File: src/rtl/ds_multichan_decimator.sv
// ds_multichan_decimator: counting decimator for CHANNELS parallel first-order
// delta-sigma bitstreams. Each OSR-strobe window becomes one signed sample per
// channel (ones - OSR/2), which is buffered and drained over valid/ready.
// Optional feature macro: DS_DEC_SAT_EN (saturate instead of wrap to WIDTH).
module ds_multichan_decimator #(
    parameter int unsigned CHANNELS = 4,
    parameter int unsigned OSR      = 256,
    parameter int unsigned WIDTH    = 8
) (
    input  logic                                               clk,
    input  logic                                               rst,
    input  logic                                               bit_valid,
    input  logic [CHANNELS-1:0]                                bit_in,
    output logic                                               out_valid,
    input  logic                                               out_ready,
    output logic [WIDTH-1:0]                                   out_data,
    output logic [((CHANNELS > 1) ? $clog2(CHANNELS) : 1)-1:0] out_chan,
    output logic                                               out_last,
    output logic                                               overrun,
    input  logic                                               overrun_clr
);

    localparam int unsigned CNT_W  = $clog2(OSR + 1);
    localparam int unsigned WIN_W  = $clog2(OSR);
    localparam int unsigned SUM_W  = CNT_W + 1;
    localparam int unsigned CHAN_W = (CHANNELS > 1) ? $clog2(CHANNELS) : 1;

    localparam logic [WIN_W-1:0]  WIN_LAST  = WIN_W'(OSR - 1);
    localparam logic [SUM_W-1:0]  HALF      = SUM_W'(OSR / 2);
    localparam logic [CHAN_W-1:0] CHAN_LAST = CHAN_W'(CHANNELS - 1);

`ifdef DS_DEC_SAT_EN
    localparam int unsigned EXT_W = (SUM_W > WIDTH) ? SUM_W : WIDTH;
    localparam logic signed [EXT_W-1:0] SAT_MAX = EXT_W'((2 ** (WIDTH - 1)) - 1);
    localparam logic signed [EXT_W-1:0] SAT_MIN = EXT_W'(-(2 ** (WIDTH - 1)));
`endif

    typedef enum logic {
        IDLE  = 1'b0,
        DRAIN = 1'b1
    } state_e;

    // Reduce a full-precision sample to the output width.
    function automatic logic [WIDTH-1:0] reduce(input logic signed [SUM_W-1:0] s);
`ifdef DS_DEC_SAT_EN
        logic signed [EXT_W-1:0] e;
        e = EXT_W'(s);
        if (e > SAT_MAX) begin
            return WIDTH'(SAT_MAX);
        end else if (e < SAT_MIN) begin
            return WIDTH'(SAT_MIN);
        end
        return WIDTH'(e);
`else
        return WIDTH'(s);
`endif
    endfunction

    logic [WIN_W-1:0]  win_q, win_d;
    logic [CNT_W-1:0]  ones_q [CHANNELS];
    logic [CNT_W-1:0]  ones_d [CHANNELS];
    logic [WIDTH-1:0]  buf_q  [CHANNELS];
    logic [WIDTH-1:0]  buf_d  [CHANNELS];
    logic [WIDTH-1:0]  samp   [CHANNELS];
    state_e            state_q, state_d;
    logic              out_valid_q, out_valid_d;
    logic [WIDTH-1:0]  out_data_q, out_data_d;
    logic [CHAN_W-1:0] out_chan_q, out_chan_d;
    logic              out_last_q, out_last_d;
    logic              overrun_q, overrun_d;

    logic              win_end;
    logic              hs;
    logic              buf_free;
    logic              load;
    logic [CNT_W-1:0]  full;

    // Window counting and per-channel ones accumulation; samples formed at window end.
    always_comb begin
        win_d   = win_q;
        win_end = bit_valid && (win_q == WIN_LAST);
        full    = '0;
        for (int c = 0; c < int'(CHANNELS); c++) begin
            ones_d[c] = ones_q[c];
            samp[c]   = '0;
        end
        if (bit_valid) begin
            win_d = win_end ? '0 : win_q + WIN_W'(1);
        end
        for (int c = 0; c < int'(CHANNELS); c++) begin
            full = ((win_q == '0) ? '0 : ones_q[c]) + CNT_W'(bit_in[c]);
            if (bit_valid) begin
                ones_d[c] = full;
            end
            samp[c] = reduce($signed(SUM_W'(full) - HALF));
        end
    end

    // Frame buffer load/drop, drain FSM and registered output stage.
    always_comb begin
        state_d   = state_q;
        out_chan_d = out_chan_q;
        overrun_d = overrun_q;
        for (int c = 0; c < int'(CHANNELS); c++) begin
            buf_d[c] = buf_q[c];
        end

        hs       = out_valid_q && out_ready;
        buf_free = (state_q == IDLE) || (hs && out_last_q);
        load     = win_end && buf_free;

        case (state_q)
            IDLE: begin
                if (load) begin
                    state_d    = DRAIN;
                    out_chan_d = '0;
                end
            end
            DRAIN: begin
                if (hs) begin
                    if (out_last_q) begin
                        out_chan_d = '0;
                        state_d    = load ? DRAIN : IDLE;
                    end else begin
                        out_chan_d = out_chan_q + CHAN_W'(1);
                    end
                end
            end
            default: state_d = IDLE;
        endcase

        if (load) begin
            for (int c = 0; c < int'(CHANNELS); c++) begin
                buf_d[c] = samp[c];
            end
        end

        // Drop wins over clear when both happen together.
        if (win_end && !buf_free) begin
            overrun_d = 1'b1;
        end else if (overrun_clr) begin
            overrun_d = 1'b0;
        end

        out_valid_d = (state_d == DRAIN);
        out_data_d  = out_valid_d ? buf_d[out_chan_d] : out_data_q;
        out_last_d  = out_valid_d && (out_chan_d == CHAN_LAST);
    end

    // State registers with asynchronous reset.
    always_ff @(posedge clk or posedge rst) begin
        if (rst) begin
            win_q       <= '0;
            state_q     <= IDLE;
            out_valid_q <= 1'b0;
            out_data_q  <= '0;
            out_chan_q  <= '0;
            out_last_q  <= 1'b0;
            overrun_q   <= 1'b0;
            for (int c = 0; c < int'(CHANNELS); c++) begin
                ones_q[c] <= '0;
                buf_q[c]  <= '0;
            end
        end else begin
            win_q       <= win_d;
            state_q     <= state_d;
            out_valid_q <= out_valid_d;
            out_data_q  <= out_data_d;
            out_chan_q  <= out_chan_d;
            out_last_q  <= out_last_d;
            overrun_q   <= overrun_d;
            for (int c = 0; c < int'(CHANNELS); c++) begin
                ones_q[c] <= ones_d[c];
                buf_q[c]  <= buf_d[c];
            end
        end
    end

    assign out_valid = out_valid_q;
    assign out_data  = out_data_q;
    assign out_chan  = out_chan_q;
    assign out_last  = out_last_q;
    assign overrun   = overrun_q;

endmodule

File: config.mk
export PLATFORM = sky130hd
export DESIGN_NAME = ds_multichan_decimator
export DESIGN_NICKNAME = d
export VERILOG_FILES = /design/src/rtl/ds_multichan_decimator.sv
export SDC_FILE = /design/constraint.sdc
export NUM_CORES = 1
export LEC_CHECK = 0
export CORE_UTILIZATION = 60
export CTS_CLUSTER_SIZE = 24
export DETAILED_ROUTE_END_ITERATION = 10
export HOLD_SLACK_MARGIN = 0.1
export PLACE_DENSITY = 0.82
export SLEW_MARGIN = 0
export SYNTH_ARGS = -nofsm -noshare
export SYNTH_HDL_FRONTEND = slang
export SYNTH_SLANG_ARGS = --single-unit
File: constraint.sdc
create_clock -name clk -period 7.7 [get_ports clk]
set_input_delay 1.155 -clock clk [delete_from_list [all_inputs] [get_ports clk]]
set_output_delay 1.155 -clock clk [all_outputs]
set_load 0.02 [all_outputs]
==> out/results.ini <==
[min_path]
min_path_type=reg2reg

[clocking]
clk_latency_ns=0.37
clk_pin_slew_worst_paths_ns=0.08
cts.hold.buffers_added=0
cts_root_buf=clkbuf_8
cts-buffers-inserted=9
post_cts_resized=0
cts_tree=done
cts_buffer_depth=2
clock-sinks=85
ctsHtreeMaxLevel=3
post_cts_buffers=0

[placed_design]
portBuffers=21
gp_congestion=0.876
dp_slack_ns=3.60
hpwl_mm=7.10

[timing]
relSlewSlack_pct=11.6
final-max-slew-violation-count=0
report.final.hold_viol_count=0
period_share_pct=50.1
fin_setup_tns_ns=0
post-route-min-period_ns=3.86
setup_ws_ns=3.84
fmax_mhz=259
fin_skew_ns=0.0128
worstMarginPinSlew_ns=1.31
setup_viol=0
hold_slack_ns=0.487
grt_setup_unrepaired=false

[synthesis]
yosys_register_bits=85
synth_ff_type=dfrtp_1
synthTopCellsByCount=85 x dfrtp_1, 59 x nand2_1, 48 x o21ai_0, 29 x nor2_1, 20 x nand3_1
ys_types=68
synthTopCellsByArea=dfrtp_1 47%, o21ai_0 5.3%, nand2_1 4.9%
yosys.area.top_type_share_pct=46.6
synth_fp_nets=487
syn_inst=464
synth_area_sq_mm=0.00456
yosysMostFrequentCell=dfrtp_1
synth-edff-count=0
yosysWarnings=0
async_reset_ff_share_pct=100
avgSynthCellArea_sq_um=9.83
yosysTopAreaCell=dfrtp_1
ys_seq_area_share_pct=46.6

[routing]
wl_mm=10.3
drc=0
drt_iter0_drc=304
drt-vias-per-instance=6.28
first_pass_iters=5
wl_per_cell_um=17.7
vias=3651
ant_nets=0

[power_and_ir_drop]
p_comb_share_pct=25.6
clockPowerShare_pct=26.3
p_sw_uw=411
leakagePower_uw=0.00221
p_int_uw=783
vdd_ir_drop_max_uv=187
swShare_pct=34.4
p_seq_share_pct=48.1
p_per_area_mw_per_mm2=239

[cells_and_area]
fillers=583
antenna_cells=0
multiInputGateArea_sq_mm=0.00227
drive_gt1_share_pct=10.6
area_delta_synth_final_pct=9.76
final_nets=500
regArea_sq_mm=0.00213

[floorplanning]
core_area_sq_mm=0.00729
die_area_sq_mm=0.00796
die_x_um=89.2
rows=31
die_height_um=89.2
start_util_pct=62.6
io_pins=22

[global_routing]
grt_pass1_wl_mm=16.8
grt_max_degree=86
grt_pass1_vias=3414
grt-ovfl-total=0
antenna_found_initial=0
grt.total_usage_pct=28.6

[critical_path]
required_ns=7.98
path_max_fanout=45
path_class=in2reg
worstSetupStartpointType=input port
critical-path-slowest-cell=o21ai_0
worstPathArrival_ns=4.14
crit_buf_inv=2
cp_slowest_stage_delay_ns=1.10
crit_family=compound AO/OA/AOI/OAI gates
path_cells=clkdlybuf4s50_1 > buf_4 > nand4_2 > o21ai_0 > nand3_1 > a211o_1 > a41oi_1
ff2ff_setup_slack_ns=3.94
critPathCaptureType=flip-flop

[job]
drv_cap=0

[run_status]
run_status=finished, final reports clean

power groups by stage:
stage	sequential (uW)	clock [uW]	combinational, uW
detailed placement	581	0	303
CTS	573	318	305
floorplan	560	0	238
finish	574	314	306
global route	584	336	339
global placement	577	0	294
per-stage QoR:
step	cells	util, %	area (sq um)	total power, uW
floorplan	464	-	4560	799
global placement	565	66.0	4810	870
detailed placement	565	66.0	4810	884
CTS	581	68.7	5010	1200
global route	581	68.7	5010	1260
finish	581	68.7	5010	1190
final cells by class:
class	instances	share of cell area (%)
Clock buffer	9	2.47
Clock inverter	7	1.42
Tap cell	99	2.47
Timing Repair Buffer	25	4.80
Inverter	14	1.07
Sequential cell	85	42.5
Multi-Input combinational cell	342	45.3
state kept, by name (all words and copies together), names as in the netlist:
name,cells
buf_q,32
ones_q,32
out_data,8
win_q,8
out_chan,2
out_last,1
out_valid,1
overrun,1
kinds of logic after synthesis:
kind of cell    Yosys count  synth area share [%]
flops                    85                  46.6
xor+xnor                 23                  4.42
fa+ha+maj                14                  3.84
compound gates          129                  19.6
buf+inv                  37                  3.68
mux                      17                  4.14
simple gates            159                  17.7
worst reg2reg max path, cell delays in order (launching register included):
cell and delay, ns:
dfrtp_1 0.41, inv_1 0.09, ha_1 0.15, or4b_1 0.77
nor2_8 0.51, nor2b_1 0.13, ha_1 0.21, ha_1 0.26
or4_1 0.55, mux2i_1 0.27, o311ai_1 0.14, o2111a_1 0.17
metal layers:
layer / vias up / share of wire, % / global-route usage, %
met4: 0 / 3.6 / 14.9
li1: 1718 / - / -
met5: - / 0 / 0
met3: 30 / 6.8 / 4.89
met1: 1774 / 45 / 39.5
met2: 129 / 45 / 43.4
final timing paths:
check	end	from	cells past startpoint
min in group asynchronous	out_data[7]$_DFFE_PP0P_	rst	3
worst min register to register	buf_q[14]$_DFF_PP0_	buf_q[14]$_DFF_PP0_	1
max in group asynchronous	buf_q[11]$_DFF_PP0_	rst	3
worst max-delay path	out_data[3]$_DFFE_PP0P_	bit_valid	7
worst max register to register	out_data[2]$_DFFE_PP0P_	win_q[0]$_DFFE_PP0P_	11
worst min-delay path	buf_q[14]$_DFF_PP0_	buf_q[14]$_DFF_PP0_	1
layout by cell type (no fill, tap or decap), types with 10 or more instances in the layout:
cell,count
dfrtp_1,85
nand2_1,59
nand3_1,20
o21ai_0,48
xnor2_1,13
mux2_2,15
nor2b_1,10
o31ai_1,11
nor2_1,29
xor2_1,10
ha_1,14
clkdlybuf4s50_1,21
inv_1,12
(Power assumes the default switching activity.)
